[src/rtl/lcd_8080_rx.sv]
`default_nettype none
// lcd_8080_rx: responder end of a 16-bit 8080-style LCD bus. It decodes commands,
// tracks the CASET/PASET window, emits MEMWR pixels with coordinates and answers RDID reads.
module lcd_8080_rx #(
    parameter int          H_RES       = 240,
    parameter int          V_RES       = 320,
    parameter logic [15:0] ID_VALUE    = 16'h9341,
    parameter int          SYNC_STAGES = 2
) (
    input  logic        clk,
    input  logic        rstn,
    input  logic        lcd_cs,
    input  logic        lcd_rs,
    input  logic        lcd_wr,
    input  logic        lcd_rd,
    input  logic        lcd_rst,
    input  logic [15:0] lcd_data_in,
    output logic [15:0] lcd_data_out,
    output logic        lcd_data_oe,
    output logic        cmd_valid,
    output logic [7:0]  cmd_code,
    output logic        pix_valid,
    output logic [8:0]  pix_x,
    output logic [8:0]  pix_y,
    output logic [15:0] pix_data,
    output logic        frame_done,
    output logic        bus_err
);

    typedef enum logic [2:0] {
        S_IDLE  = 3'd0,
        S_CASET = 3'd1,
        S_PASET = 3'd2,
        S_MEMWR = 3'd3,
        S_RDID  = 3'd4
    } state_t;

    localparam logic [8:0] XE_DEF   = 9'(H_RES - 1);
    localparam logic [8:0] YE_DEF   = 9'(V_RES - 1);
    // Idle level of {cs, rs, wr, rd, rst} as held in the synchronizers.
    localparam logic [4:0] CTL_IDLE = 5'b10111;

    logic [4:0]  ctl_q [SYNC_STAGES];
    logic [15:0] dat_q [SYNC_STAGES];

    logic cs_s, rs_s, wr_s, rd_s, rst_s;
    logic [15:0] data_s;
    assign {cs_s, rs_s, wr_s, rd_s, rst_s} = ctl_q[SYNC_STAGES-1];
    assign data_s = dat_q[SYNC_STAGES-1];

    logic        wr_prev_q, rd_prev_q, ovl_prev_q, rd_bad_q;
    logic        ev_wr_q, ev_ovl_q, ev_rs_q;
    logic [15:0] ev_data_q;

    logic w_ovl, w_wr_rise, w_rd_up, w_rd_rise;
    assign w_ovl     = !cs_s && !wr_s && !rd_s;
    assign w_wr_rise = !cs_s && wr_s && !wr_prev_q;
    assign w_rd_up   = rd_s && !rd_prev_q;
    assign w_rd_rise = w_rd_up && !cs_s && !rd_bad_q;

    // Front end: synchronizers plus one registered event stage ahead of the decoder.
    always_ff @(posedge clk or negedge rstn) begin
        if (!rstn) begin
            for (int i = 0; i < SYNC_STAGES; i++) begin
                ctl_q[i] <= CTL_IDLE;
                dat_q[i] <= 16'h0000;
            end
            wr_prev_q  <= 1'b1;
            rd_prev_q  <= 1'b1;
            ovl_prev_q <= 1'b0;
            rd_bad_q   <= 1'b0;
            ev_wr_q    <= 1'b0;
            ev_ovl_q   <= 1'b0;
            ev_rs_q    <= 1'b0;
            ev_data_q  <= 16'h0000;
        end else begin
            for (int i = SYNC_STAGES - 1; i > 0; i--) begin
                ctl_q[i] <= ctl_q[i-1];
                dat_q[i] <= dat_q[i-1];
            end
            ctl_q[0]   <= {lcd_cs, lcd_rs, lcd_wr, lcd_rd, lcd_rst};
            dat_q[0]   <= lcd_data_in;
            wr_prev_q  <= wr_s;
            rd_prev_q  <= rd_s;
            ovl_prev_q <= w_ovl;
            if (w_rd_up) begin
                rd_bad_q <= 1'b0;
            end else if (w_ovl) begin
                rd_bad_q <= 1'b1;
            end
            ev_wr_q   <= w_wr_rise && rst_s;
            ev_ovl_q  <= w_ovl && !ovl_prev_q && rst_s;
            ev_rs_q   <= rs_s;
            ev_data_q <= data_s;
        end
    end

    state_t      state_q;
    logic [1:0]  param_cnt_q;
    logic        p_sh_q, p_eh_q;
    logic [7:0]  p_sl_q;
    logic [8:0]  xs_q, xe_q, ys_q, ye_q, cur_x_q, cur_y_q;
    logic [2:0]  rd_idx_q;

    logic w_in_range;
    assign w_in_range = (int'({23'd0, cur_x_q}) < H_RES) && (int'({23'd0, cur_y_q}) < V_RES);

    function automatic logic [15:0] rdid_word(input logic [2:0] idx);
        case (idx)
            3'd2:    return {8'h00, ID_VALUE[15:8]};
            3'd3:    return {8'h00, ID_VALUE[7:0]};
            default: return 16'h0000;
        endcase
    endfunction

    always_ff @(posedge clk or negedge rstn) begin
        if (!rstn) begin
            state_q      <= S_IDLE;
            param_cnt_q  <= 2'd0;
            p_sh_q       <= 1'b0;
            p_sl_q       <= 8'h00;
            p_eh_q       <= 1'b0;
            xs_q         <= 9'd0;
            xe_q         <= XE_DEF;
            ys_q         <= 9'd0;
            ye_q         <= YE_DEF;
            cur_x_q      <= 9'd0;
            cur_y_q      <= 9'd0;
            rd_idx_q     <= 3'd0;
            lcd_data_out <= 16'h0000;
            lcd_data_oe  <= 1'b0;
            cmd_valid    <= 1'b0;
            cmd_code     <= 8'h00;
            pix_valid    <= 1'b0;
            pix_x        <= 9'd0;
            pix_y        <= 9'd0;
            pix_data     <= 16'h0000;
            frame_done   <= 1'b0;
            bus_err      <= 1'b0;
        end else begin
            cmd_valid    <= 1'b0;
            pix_valid    <= 1'b0;
            frame_done   <= 1'b0;
            bus_err      <= 1'b0;
            lcd_data_oe  <= !cs_s && !rd_s;
            lcd_data_out <= (state_q == S_RDID) ? rdid_word(rd_idx_q) : 16'h0000;

            if (!rst_s) begin
                state_q     <= S_IDLE;
                param_cnt_q <= 2'd0;
                xs_q        <= 9'd0;
                xe_q        <= XE_DEF;
                ys_q        <= 9'd0;
                ye_q        <= YE_DEF;
                rd_idx_q    <= 3'd0;
            end else begin
                if (w_rd_rise && rd_idx_q != 3'd4) begin
                    rd_idx_q <= rd_idx_q + 3'd1;
                end
                if (ev_ovl_q) begin
                    bus_err <= 1'b1;
                end

                if (ev_wr_q && !ev_rs_q) begin
                    cmd_code    <= ev_data_q[7:0];
                    cmd_valid   <= 1'b1;
                    param_cnt_q <= 2'd0;
                    case (ev_data_q[7:0])
                        8'h2A: state_q <= S_CASET;
                        8'h2B: state_q <= S_PASET;
                        8'h2C: begin
                            state_q <= S_MEMWR;
                            cur_x_q <= xs_q;
                            cur_y_q <= ys_q;
                        end
                        8'hD3: begin
                            state_q  <= S_RDID;
                            rd_idx_q <= 3'd0;
                        end
                        8'h01: begin
                            state_q <= S_IDLE;
                            xs_q    <= 9'd0;
                            xe_q    <= XE_DEF;
                            ys_q    <= 9'd0;
                            ye_q    <= YE_DEF;
                        end
                        default: state_q <= S_IDLE;
                    endcase
                end else if (ev_wr_q) begin
                    case (state_q)
                        S_CASET, S_PASET: begin
                            case (param_cnt_q)
                                2'd0: p_sh_q <= ev_data_q[0];
                                2'd1: p_sl_q <= ev_data_q[7:0];
                                2'd2: p_eh_q <= ev_data_q[0];
                                default: begin
                                    if (state_q == S_CASET) begin
                                        xs_q <= {p_sh_q, p_sl_q};
                                        xe_q <= {p_eh_q, ev_data_q[7:0]};
                                    end else begin
                                        ys_q <= {p_sh_q, p_sl_q};
                                        ye_q <= {p_eh_q, ev_data_q[7:0]};
                                    end
                                    state_q <= S_IDLE;
                                end
                            endcase
                            param_cnt_q <= param_cnt_q + 2'd1;
                        end
                        S_MEMWR: begin
                            if (w_in_range) begin
                                pix_valid <= 1'b1;
                                pix_x     <= cur_x_q;
                                pix_y     <= cur_y_q;
                                pix_data  <= ev_data_q;
                            end else begin
                                bus_err <= 1'b1;
                            end
                            // A start column past the end column runs the 9-bit counter round to xe.
                            if (cur_x_q == xe_q) begin
                                cur_x_q <= xs_q;
                                if (cur_y_q == ye_q) begin
                                    cur_y_q    <= ys_q;
                                    frame_done <= 1'b1;
                                end else begin
                                    cur_y_q <= cur_y_q + 9'd1;
                                end
                            end else begin
                                cur_x_q <= cur_x_q + 9'd1;
                            end
                        end
                        default: ;
                    endcase
                end
            end
        end
    end

endmodule
`default_nettype wire
[config.mk]
export PLATFORM = sky130hd
export DESIGN_NAME = lcd_8080_rx
export DESIGN_NICKNAME = d
export VERILOG_FILES = /design/src/rtl/lcd_8080_rx.sv
export SDC_FILE = /design/constraint.sdc
export NUM_CORES = 1
export LEC_CHECK = 0
export BUFFER_PORTS_ARGS = -buffer_cell sky130_fd_sc_hd__buf_2
export CAP_MARGIN = 20
export CORE_MARGIN = 2
export CORE_UTILIZATION = 25
export CTS_CLUSTER_DIAMETER = 120
export CTS_CLUSTER_SIZE = 24
export DETAILED_ROUTE_END_ITERATION = 12
export REMOVE_ABC_BUFFERS = 1
export SLEW_MARGIN = 25
export SYNTH_ARGS = -nofsm -noshare
export SYNTH_HDL_FRONTEND = slang
export SYNTH_SLANG_ARGS = --single-unit
[constraint.sdc]
create_clock -name clk -period 1.93 [get_ports clk]
set_clock_uncertainty 0.1 [all_clocks]
set_input_delay 0.0965 -clock clk [delete_from_list [all_inputs] [get_ports clk]]
set_output_delay 0.0965 -clock clk [all_outputs]
set_load 0.01 [all_outputs]
======== After elaboration in Yosys (flattened, before gate mapping) ========
Index checks and enable logic that the tools add are counted.
storage, ports and cells
  input port bits ......................... 23
  logic and storage cells ................. 179
  output and inout port bits .............. 63
  bits in registers ....................... 200
operators by class
  $add $sub $neg .......................... 4
  bitwise logic cells ..................... 1
  order comparisons ....................... 2
  equality and inequality tests ........... 23
  multiplexer cells ....................... 75
  reductions and logical operators ........ 40
operators with widths
  kind                                                   number
  two-way mux 9 bit                                      38
  AND reduction 5 bit                                    7
  two-way mux 3 bit                                      9
  == test 8 x 6 -> 1 bit, second input constant          3
  two-way mux 1 bit                                      21
  adder 9 x 1 -> 9 bit, second input constant            2
  == test 9 bit                                          2
  two-way mux 16 bit                                     1
  one-hot mux 8 bit (2 select lines)                     1
  logical AND 1 bit                                      14
  == test 3 x 2 -> 1 bit, second input constant          4
  one-hot mux 3 bit (4 select lines)                     1
  < comparator 9 x 8 -> 1 bit, second input constant     1
  < comparator 9 bit, second input constant              1
  inequality test 3 x 1 -> 1 bit, second input constant  3
  == test 8 x 1 -> 1 bit, second input constant          1
  == test 8 bit, second input constant                   1
  logical NOT 1 bit                                      8
  two-way mux 2 bit                                      4
  nonzero test 2 bit                                     4
  inequality test 3 x 2 -> 1 bit, second input constant  2
  inequality test 3 bit, second input constant           2
  AND reduction 2 bit                                    2
  AND reduction 4 bit                                    1
  12 further kinds                                       12

======== Logic depth before layout (Yosys ltp) ========
Gate-level depths: netlist (run 1).
  depth after elaboration ................. 9
  depth in mapped cells ................... 8
  depth with buffers taken out ............ 6

======== Worst setup path before layout (run 1) ========
No wires, ideal clock.
  path kind ............................... register -> register
  from .................................... register ye_q[5]
  to ...................................... register cur_y_q[2]
  library setup time ...................... 0.130 ns
  arrival time ............................ 1.624 ns
  period minus slack after synthesis ...... 1.853 ns
  buffers on the path ..................... 1
  setup slack ............................. 0.077 ns
  cell stages (with the launch flop) ...... 7
  data required time ...................... 1.700 ns
  cell sequence ........................... dfstp_2 -> xnor2_1 -> nand3_1 -> o31ai_4 -> buf_4 -> mux2i_1 -> a22oi_1
on the way
  word-level cells in the longest chain between the ends .. 6
ends and longest elaborated chain
  element                 line  source
  from (decl)             102   logic [8:0] xs_q, xe_q, ys_q, ye_q, cur_x_q, cur_y_q;
  from (signal assigned)  202   ye_q <= {p_eh_q, ev_data_q[7:0]};
  == test 9 bit           221   if (cur_y_q == ye_q) begin
  two-way mux 9 bit       221
  two-way mux 9 bit       219   if (cur_x_q == xe_q) begin
  two-way mux 9 bit       190   case (state_q)
  two-way mux 9 bit       189   end else if (ev_wr_q) begin
  two-way mux 9 bit       164   if (ev_wr_q && !ev_rs_q) begin
  to (signal assigned)    174   cur_y_q <= ys_q;
  to (signal assigned)    222   cur_y_q <= ys_q;
  to (signal assigned)    225   cur_y_q <= cur_y_q + 9'd1;
  to (decl)               102
No other way between the ends. The select of a mux whose other input is x is not followed.
A chain may end at the register's enable or synchronous reset.

======== Worst setup path in the final report (run 1) ========
  from .................................... register xe_q[3]
  to ...................................... register cur_y_q[4]
on the way
  word-level cells in the longest chain between the ends .. 3
ends and longest elaborated chain
  element                        line  source
  from (decl)                    102
  from (signal assigned)         199   xe_q <= {p_eh_q, ev_data_q[7:0]};
  == test 9 bit                  219
  nonzero test 2 bit (no line)   --
  AND reduction 5 bit (no line)  --
No other way between the ends.

==> results of run 1 <==
[sequential cells by signal, indices dropped and copies added (netlist names), 2 cells and up]
signal,count
xs_q,9
ev_data_q,16
pix_x,9
cur_y_q,9
ctl_q,9
state_q,3
cur_x_q,9
lcd_data_out,3
p_sl_q,8
data_s,16
ys_q,9
pix_data,16
ye_q,9
xe_q,9
pix_y,9
cmd_code,8
param_cnt_q,2
dat_q,16
rd_idx_q,3
[worst max-delay path: stages (launching register included)]
cell and delay (ns):
dfstp_2 0.56, xnor2_2 0.12, nand2_1 0.14, o31a_1 0.43, buf_6 0.18, nor2_4 0.22, a22oi_2 0.12
[worst min path at each step]
stage | startpoint | to | slack, ns | cells after the start
floorplan | rstn | bus_err | -0.30 | 0
global placement | rstn | cur_y_q[4] | -0.004 | 1
detailed placement | rstn | cur_y_q[4] | 0.0008 | 1
CTS | rstn | pix_data[10] | 0.13 | 2
global route | rstn | cur_y_q[4] | 0.16 | 2
finish | rstn | cur_y_q[4] | 0.11 | 2
[logic make-up (layout without fill, tap and decap cells)]
kind of cell | count (synthesis) | in the layout | synth area share (%)
flip-flops | 187 | 187 | 63.03
AND/OR/NAND/NOR | 118 | 118 | 9.227
AO/OA/AOI/OAI | 93 | 93 | 9.461
multiplexers | 57 | 57 | 9.612
buffers and inverters | 52 | 211 | 4.035
XOR/XNOR | 24 | 24 | 2.914
adder cells (fa/ha/maj) | 10 | 10 | 1.674
other | 1 | 11 | 0.05019
[repair_timing]
action | CTS | global route
buffers inserted | 5 | 0
endpoints found under the hold margin | 188 | 0
pin swaps | 4 | 9
hold buffers | 22 | 0
resized for setup | 8 | 19
endpoints found under the setup margin | 21 | 59
gates cloned | 0 | 0
[layer usage]
layer | up-vias | wire, µm | track usage [%]
met1 | 2356 | 8172 | 15.69
met5 | - | 0 | 0
met2 | 89 | 7783 | 17.43
met4 | 0 | 171 | 3.306
met3 | 9 | 549 | 2.513
li1 | 2219 | - | -
[final cells by class]
type,count,area [µm²],share of cell area (%)
Inverter,17,63.81,0.6593
Clock buffer,20,500.5,5.171
Clock inverter,12,128.9,1.332
Tap cell,390,488.0,5.042
Timing Repair Buffer,162,1194,12.33
Sequential cell,187,4712,48.69
Multi-Input combinational cell,313,2591,26.77
[where the power goes]
group,internal [mW],switching (mW),total [mW]
Combinational,0.158,0.216,0.375
Clock,1.97,1.67,3.64
Sequential,4.03,0.0486,4.08
Total,6.15,1.93,8.09
[Yosys cell counts (2+ instances only)]
cell type | n | area [µm²]
mux2i_1 | 11 | 110.1
nand2_1 | 30 | 112.6
inv_1 | 17 | 63.81
nor3b_2 | 2 | 25.02
and2_1 | 4 | 25.02
dfstp_2 | 24 | 630.6
mux2_2 | 18 | 202.7
nor2b_1 | 4 | 25.02
xnor2_1 | 23 | 201.4
dfrtp_1 | 163 | 4079
o22a_1 | 18 | 157.7
nor3_1 | 6 | 30.03
and3_1 | 11 | 68.82
nand2b_1 | 2 | 12.51
a211oi_1 | 2 | 15.01
nor2_2 | 2 | 12.51
ha_1 | 10 | 125.1
nand4_1 | 7 | 43.79
mux2_4 | 24 | 360.4
buf_6 | 5 | 56.30
a21oi_1 | 8 | 40.04
o21ai_1 | 2 | 10.01
buf_4 | 15 | 112.6
clkbuf_1 | 4 | 15.01
a22o_1 | 21 | 183.9
nand3_1 | 17 | 85.08
o21ai_0 | 17 | 85.08
a22oi_1 | 7 | 52.55
nor2_1 | 11 | 41.29
nand3_2 | 2 | 20.02
nor3b_1 | 2 | 15.01
buf_2 | 10 | 50.05
mux2_1 | 4 | 45.04
o211ai_1 | 6 | 45.04
==> impl_metrics.csv, run 1 <==
group,metric,value,unit
synthesis,synth.avg_cell_area,13.79,µm²
critical_path,rr_startpoint,"xe_q[3]",
cells_and_area,area_growth,29.52,%
floorplanning,die_w,176.9,µm
critical_path,crit_arrival,2.20,ns
synthesis,postSynth.asyncResetShare,100.0,%
cts,clock-sinks,187,
sta,fin_tns_setup,-0.7849,ns
critical_path,endpoint_kind,"register",
sta,fin_hold_ws,0.1128,ns
critical_path,timing.rr.end,"cur_y_q[4]",
cells_and_area,fin_nets,731,
sta,post-route-min-period,2.004,ns
critical_path,startpoint_type,"register",
cts,clkLatencyLatePin,0.43,ns
placed_design,pre_cts_ws,-0.08399,ns
placed_design,dp.cells,1042,
cells_and_area,final_util,32.74,%
sta,slew_viol_final,0,
sta,fin_crit_sh,103.8,%
sta,setup_ws,-0.07391,ns
floorplanning,die-area,0.03129,mm²
power_and_ir_drop,p_leak,4.596,nW
cts,cts_made_buffers,17,
cells_and_area,final_common_cell,"dfrtp_1",
power_and_ir_drop,irDropWorstVdd,0.0005554,V
detailed_routing,ant_nets,0,
synthesis,yosys_warnings,0,
min_path,hp-class,"primary input to async pin",
cts,clk_path_buf_depth,2,
detailed_routing,dr.pass1.iters,4,
floorplanning,fp.dieH,176.9,µm
cts,clk_pin_slew_worst_paths,0.07,ns
floorplanning,initial_core_util,25.28,%
sta,finalHoldViolations,0,
detailed_routing,wl_per_cell,15.15,µm
detailed_routing,via_count,4673,
grt,track_usage,11.24,%
run_status,violations,"setup timing",
grt,grt_max_degree,53,
synthesis,synth_top_flop_cell,"dfrtp_1",
critical_path,required,2.13,ns
detailed_routing,drt_wl_total,16680,µm
grt,antenna_found_initial,0,
critical_path,rrSetupSlack,-0.07,ns
grt,grt_pass1_vias,4679,
power_and_ir_drop,total_power,8.090,mW
detailed_routing,drc,0,
placed_design,gp_congestion,0.7808,
cells_and_area,n_antenna_cell,0,
critical_path,startpoint,"xe_q[3]",
cts,h-tree-depth,4,
floorplanning,num_rows,63,
placed_design,io_buffers,74,
critical_path,crit_path_max_fanout,8,
synthesis,syn_inst,542,
critical_path,r2r.worst_path.cells,6,
detailed_routing,drt-initial-drc-count,289,
cells_and_area,final_cells,1101,
synthesis,syn_area,0.007472,mm²
sta,setup_viol,15,
cells_and_area,final_cell_mix,"161 x dfrtp_1, 73 x buf_2, 56 x buf_4, 29 x nand2_1",
placed_design,place_area,0.008672,mm²
critical_path,crit_type,"register to register",
floorplanning,core,0.02956,mm²
grt,overflow,0,
detailed_routing,vias_per_cell,4.244,
run_status,run_status,"finished with violations",
cells_and_area,nFillCells,2918,
cells_and_area,design_area,0.009678,mm²
synthesis,synth-edff-count,0,
placed_design,hpwl,11790,µm
power_and_ir_drop,pwr_density_cell,835.9,mW/mm²
critical_path,endpoint,"cur_y_q[4]",
synthesis,yosysSeqAreaShare,63.03,%
sta,clock.fmax,0.4990,GHz
synthesis,ys_types,67,
flow_run,timing.max_cap.violations,0,
cts,root_buffer,"clkbuf_16",
cts,cts_tree,"done",
floorplanning,pin_count,86,
grt,grt_first_pass_wirelength,26790,µm
sta,rsz0062_at_grt,"true",
synthesis,ys_seq_elements,187,
cells_and_area,drive_gt1_share,38.26,%
Power figures use the tool's default switching activity.
==> run 2: changes to the inputs <==
--- a/config.mk
+++ b/config.mk
@@ -5,6 +5,7 @@
 export SDC_FILE = /design/constraint.sdc
 export NUM_CORES = 1
 export LEC_CHECK = 0
+export ABC_AREA = 1
 export BUFFER_PORTS_ARGS = -buffer_cell sky130_fd_sc_hd__buf_2
 export CAP_MARGIN = 20
 export CORE_MARGIN = 2
==> impl_metrics.csv, run 2 <==
group,metric,value,unit
synthesis,synth_top_flop_cell,"dfrtp_1",
detailed_routing,route.met3.wl,760,µm
floorplanning,die_w,177.1,µm
synthesis,syn_area,0.007493,mm²
grt,grt_first_pass_wirelength,26970,µm
detailed_routing,ant_nets,0,
synthesis,synth.avg_cell_area,10.24,µm²
critical_path,path_buf_inv,1,
sta,finalHoldViolations,0,
critical_path,worstPathCellList,"nand2_2 -> nor2_4 -> nand3_1 -> nand2_2 -> nand2_4 -> clkinv_2 -> nand3_1 -> nand2_1",
critical_path,r2r.worst_path.cells,8,
detailed_routing,vias_per_cell,4.048,
cells_and_area,area_growth,23.84,%
detailed_routing,dr.pass1.iters,4,
placed_design,place_area,0.008477,mm²
floorplanning,num_rows,63,
synthesis,synth.area.top_cells,"dfrtp_1 54%, nand2_1 9.6%, dfstp_2 8.4%",
synthesis,postSynth.asyncResetShare,100.0,%
critical_path,endpoint,"cur_y_q[1]",
cts,cts_setup_buffers,0,
flow_run,timing.max_cap.violations,0,
power_and_ir_drop,irDropWorstVdd,0.0005082,V
sta,clock.fmax,0.5446,GHz
sta,fin_crit_sh,95.14,%
grt,track_usage,11.08,%
synthesis,yosysSeqAreaShare,62.85,%
min_path,hp-class,"primary input to async pin",
critical_path,rr_startpoint,"ctl_q[0]",
detailed_routing,met1Wirelength,7869,µm
synthesis,synth_most_common_cell,"nand2_1",
run_status,run_status,"finished clean",
cts,cts_made_buffers,17,
detailed_routing,via_count,5097,
placed_design,io_buffers,74,
sta,setup_viol,0,
placed_design,hpwl,11790,µm
critical_path,rrSetupSlack,0.09,ns
synthesis,synthTopCellsByCount,"192 x nand2_1, 163 x dfrtp_1, 62 x inv_1",
cells_and_area,fin_nets,889,
critical_path,cpPeakStageDelay,0.56,ns
floorplanning,core,0.02956,mm²
critical_path,crit_path_max_fanout,14,
placed_design,gp_congestion,0.8759,
floorplanning,fp.dieH,177.1,µm
cts,clock-sinks,187,
sta,rsz0062_at_grt,"true",
cells_and_area,design_area,0.009280,mm²
cts,cts_tree,"done",
detailed_routing,drt-initial-drc-count,313,
power_and_ir_drop,p_leak,4.455,nW
synthesis,ys_types,37,
sta,post-route-min-period,1.836,ns
synthesis,yosys.area.top_type,"dfrtp_1",
cts,h-tree-depth,4,
critical_path,startpoint,"ctl_q[0]",
floorplanning,die-area,0.03138,mm²
synthesis,synth-edff-count,0,
cts,clk_pin_slew_worst_paths,0.07,ns
grt,grt_pass1_vias,4997,
critical_path,endpoint_kind,"register",
detailed_routing,wl_per_cell,13.07,µm
sta,slew_viol_final,0,
detailed_routing,routed.top_layer,"met4",
detailed_routing,drc,0,
cts,clk_path_buf_depth,2,
sta,setup_ws,0.09376,ns
grt,overflow,0,
detailed_routing,routed-wl-met2,7615,µm
floorplanning,initial_core_util,25.35,%
critical_path,crit_arrival,2.10,ns
cells_and_area,final_cell_mix,"192 x nand2_1, 163 x dfrtp_1, 73 x buf_2, 62 x inv_1, 47 x nand3_1",
critical_path,crit_type,"register to register",
synthesis,yosys_warnings,0,
critical_path,path_depth,8,
critical_path,startpoint_type,"register",
floorplanning,pin_count,86,
critical_path,required,2.19,ns
critical_path,timing.rr.end,"cur_y_q[1]",
grt,antenna_found_initial,0,
critical_path,crit_family,"simple AND/OR/NAND/NOR gates",
cells_and_area,final_common_cell,"nand2_1",
synthesis,syn_inst,732,
synthesis,synth_top_area_share,54.43,%
power_and_ir_drop,pwr_density_cell,896.9,mW/mm²
detailed_routing,drt_wl_total,16460,µm
cts,clkLatencyLatePin,0.44,ns
critical_path,critPathSlowestCell,"dfstp_2",
cells_and_area,drive_gt1_share,23.25,%
synthesis,ys_seq_elements,187,
power_and_ir_drop,total_power,8.324,mW
cts,root_buffer,"clkbuf_16",
placed_design,pre_cts_ws,0.06525,ns
grt,grt_max_degree,54,
cells_and_area,n_antenna_cell,0,
run 2: cell count changes in the layout (fill, tap and decap cells not counted), sizes merged, moves of 18 or more:
| cell | delta |
|---|---|
| mux2 | -45 |
| o21ai | +58 |
| nand2 | +168 |
| inv | +46 |
| o22a | -18 |
| a22o | -21 |
| nand3 | +29 |
| buf | -33 |
| nor2 | +28 |
run 2: final cells by class:
| cell class | instances | area, µm² |
|---|---|---|
| timing repair buffer | 129 | 909.6 |
| fill | 3069 | 20280 |
| multi-input combinational | 455 | 2342 |
| clock buffer | 18 | 429.2 |
| sequential | 187 | 4710 |
| tap | 390 | 488.0 |
| clock inverter | 14 | 152.6 |
| inverter | 66 | 249.0 |
run 2: worst min-delay path by stage:
stage,startpoint,endpoint,cells past startpoint
6_report,rstn,pix_data[14],2
4_1_cts,rstn,pix_data[14],2
2_1_floorplan,rstn,bus_err,0
3_3_place_gp,rstn,pix_data[14],1
3_5_place_dp,rstn,pix_data[14],1
5_1_grt,rstn,pix_data[14],2
run 2: logic make-up (layout without fill, tap and decap cells):
group / count (synthesis) / in the layout / synth area share, %
other: 1 / 11 / 0.05004
AOI/OAI and AO/OA: 94 / 94 / 7.430
and+or+nand+nor: 312 / 312 / 18.30
muxes: 1 / 1 / 0.1503
DFF: 187 / 187 / 62.85
buffers and inverters: 100 / 227 / 6.395
xor gates and xnor gates: 27 / 27 / 3.156
adders and majority gates: 10 / 10 / 1.670
run 2: repair_timing:
item,CTS,global route
setup endpoints to repair,0,15
hold buffers,22,0
endpoints found under the hold margin,170,0
gates resized for setup,0,1
run 2: power breakdown:
group          total [mW]  switching (mW)  internal [mW]
Combinational       0.602           0.352          0.250
Sequential           4.27           0.113           4.15
Clock                3.45            1.62           1.83
Total                8.32            2.09           6.24
run 2: per-layer routing:
layer  GRT usage (%)  vias to the layer above
li1                -                     2572
met1           15.12                     2419
met2           17.38                       91
met3           2.556                       15
met4           3.547                        0
met5               0                        -
run 2: through the flow:
step	TNS [ns]	instances	hold slack, ns	utilization (%)
6_report	0	1259	0.07216	31.39
5_1_grt	-0.01204	1259	0.1206	31.39
4_1_cts	0	1259	0.07918	31.39
3_5_place_dp	0	1205	-0.01383	28.68
3_3_place_gp	0	1205	-0.02163	28.68
2_1_floorplan	-3.109	708	-0.2991	-
==> run 3: changes to the inputs <==
--- a/config.mk
+++ b/config.mk
@@ -5,11 +5,10 @@
 export SDC_FILE = /design/constraint.sdc
 export NUM_CORES = 1
 export LEC_CHECK = 0
-export ABC_AREA = 1
 export BUFFER_PORTS_ARGS = -buffer_cell sky130_fd_sc_hd__buf_2
 export CAP_MARGIN = 20
 export CORE_MARGIN = 2
-export CORE_UTILIZATION = 25
+export CORE_UTILIZATION = 35
 export CTS_CLUSTER_DIAMETER = 120
 export CTS_CLUSTER_SIZE = 24
 export DETAILED_ROUTE_END_ITERATION = 12
==> impl_metrics.csv, run 3 (synthesis results as in run 1) <==
group,metric,value,unit
run_status,run_status,"finished with violations",
run_status,violations,"setup timing",
detailed_routing,ant_nets,0,
detailed_routing,dr.pass1.iters,4,
critical_path,required,2.13,ns
cts,cts_made_buffers,17,
power_and_ir_drop,p_leak,4.480,nW
grt,antenna_found_initial,0,
cts,clock-sinks,187,
grt,grt_max_degree,77,
sta,fin_hold_ws,0.09721,ns
sta,slew_headroom,56.77,%
cts,cts_tree,"done",
sta,rsz0062_at_grt,"true",
detailed_routing,drt_wl_total,15670,µm
sta,finalHoldViolations,0,
critical_path,critPathSlowestCell,"dfstp_2",
floorplanning,core,0.02096,mm²
cells_and_area,design_area,0.009358,mm²
floorplanning,initial_core_util,35.66,%
critical_path,crit_type,"register to register",
critical_path,cpPeakStageDelay,0.54,ns
cells_and_area,drive_gt1_share,35.96,%
critical_path,crit_family,"compound AO/OA/AOI/OAI gates",
grt,grt_first_pass_wirelength,25630,µm
critical_path,crit_path_max_fanout,6,
grt,grt_pass1_vias,4855,
grt,track_usage,14.60,%
critical_path,rrSetupSlack,-0.006,ns
critical_path,rr_startpoint,"xe_q[1]",
cts,clk_path_buf_depth,2,
cells_and_area,final_cell_mix,"162 x dfrtp_1, 73 x buf_2, 45 x buf_4, 30 x nand2_1",
floorplanning,num_rows,53,
critical_path,timing.rr.end,"cur_x_q[3]",
critical_path,worstPathCellList,"xnor2_1 -> nand4_1 -> o31a_1 -> buf_4 -> mux2i_1 -> o22a_1",
cells_and_area,final_util,44.66,%
placed_design,hpwl,11170,µm
detailed_routing,drt-initial-drc-count,281,
grt,overflow,0,
cts,h-tree-depth,4,
floorplanning,die_w,150.1,µm
min_path,hp-class,"primary input to async pin",
power_and_ir_drop,irDropWorstVdd,0.0005931,V
critical_path,startpoint_type,"register",
critical_path,endpoint_kind,"register",
cts,root_buffer,"clkbuf_16",
cells_and_area,final_common_cell,"dfrtp_1",
floorplanning,fp.dieH,150.1,µm
placed_design,gp_congestion,0.8391,
detailed_routing,drc,0,
critical_path,crit_arrival,2.14,ns
detailed_routing,wl_per_cell,16.11,µm
cts,clk_pin_slew_worst_paths,0.07,ns
floorplanning,pin_count,86,
sta,post-route-min-period,1.936,ns
sta,setup_viol,2,
sta,slew_viol_final,0,
sta,setup_ws,-0.006367,ns
placed_design,io_buffers,74,
floorplanning,die-area,0.02253,mm²
sta,fin_crit_sh,100.3,%
cells_and_area,area_growth,25.23,%
detailed_routing,vias_per_cell,4.770,
cells_and_area,nFillCells,1943,
placed_design,place_area,0.008451,mm²
cts,clkLatencyLatePin,0.41,ns
cells_and_area,fin_nets,718,
flow_run,timing.max_cap.violations,0,
placed_design,pre_cts_ws,-0.04412,ns
sta,clock.fmax,0.5164,GHz
cells_and_area,multi_input_area,0.002551,mm²
power_and_ir_drop,pwr_density_cell,857.2,mW/mm²
cells_and_area,seqCellArea,0.004711,mm²
sta,worst_pin_slew,0.6484,ns
cells_and_area,n_antenna_cell,0,
critical_path,r2r.worst_path.cells,6,
detailed_routing,via_count,4641,
sta,fin_tns_setup,-0.01202,ns
critical_path,path_buf_inv,1,
[run 3: worst reg2reg max path: cells and delay by family (launching register included)]
kind | cells | cell delay, ns
compound gates | 2 | 0.57
flops | 1 | 0.54
xor+xnor | 1 | 0.11
simple gates | 1 | 0.17
buf+inv | 1 | 0.21
mux | 1 | 0.12
[run 3: power breakdown]
part,internal (mW),switching [mW]
registers,4.03,0.0462
clock network,2.09,1.49
logic,0.150,0.209
[run 3: layout make-up]
| cell class | count | area share [%] |
|---|---|---|
| clock buffers | 20 | 4.773 |
| clock inverters | 12 | 1.752 |
| inverters | 17 | 0.6819 |
| multi-input cells | 313 | 27.26 |
| flip-flops and latches | 187 | 50.34 |
| well taps | 275 | 3.677 |
| repair buffers | 149 | 11.51 |
[run 3: through the flow]
stage | total power [mW] | instances
finish | 8.022 | 973
global route | 8.328 | 973
CTS | 8.123 | 971
detailed placement | 4.484 | 917
global placement | 4.467 | 917
floorplan | 4.259 | 517
[run 3: worst max path at each step]
stage / start / endpoint / slack, ns / depth (start not counted)
after global placement: ev_wr_q / cur_x_q[7] / -0.009 / 4
after detailed placement: ev_rs_q / cur_y_q[6] / -0.04 / 7
after CTS: ye_q[3] / cur_y_q[6] / -0.04 / 6
after floorplan: state_q[2] / pix_data[0] / -0.58 / 4
final: xe_q[1] / cur_x_q[3] / -0.006 / 6
after global routing: xe_q[1] / cur_y_q[7] / -0.12 / 6
[run 3: routing by layer]
layer	routed length, µm	track usage (%)	part of all wire (%)	up-vias
met5	0	0	0	-
met4	124	3.962	0.79	0
met3	536	3.061	3.4	10
met2	7875	24.50	50	76
met1	7134	19.27	46	2367
li1	-	-	-	2188
[run 3: what timing repair did]
item                                    in CTS  in global routing
setup buffers                                0                  2
gates cloned                                 0                  0
pin swaps                                    2                  6
endpoints found under the hold margin      208                  0
resized for setup                            4                 12
hold buffers                                22                  0
endpoints found under the setup margin      11                 57
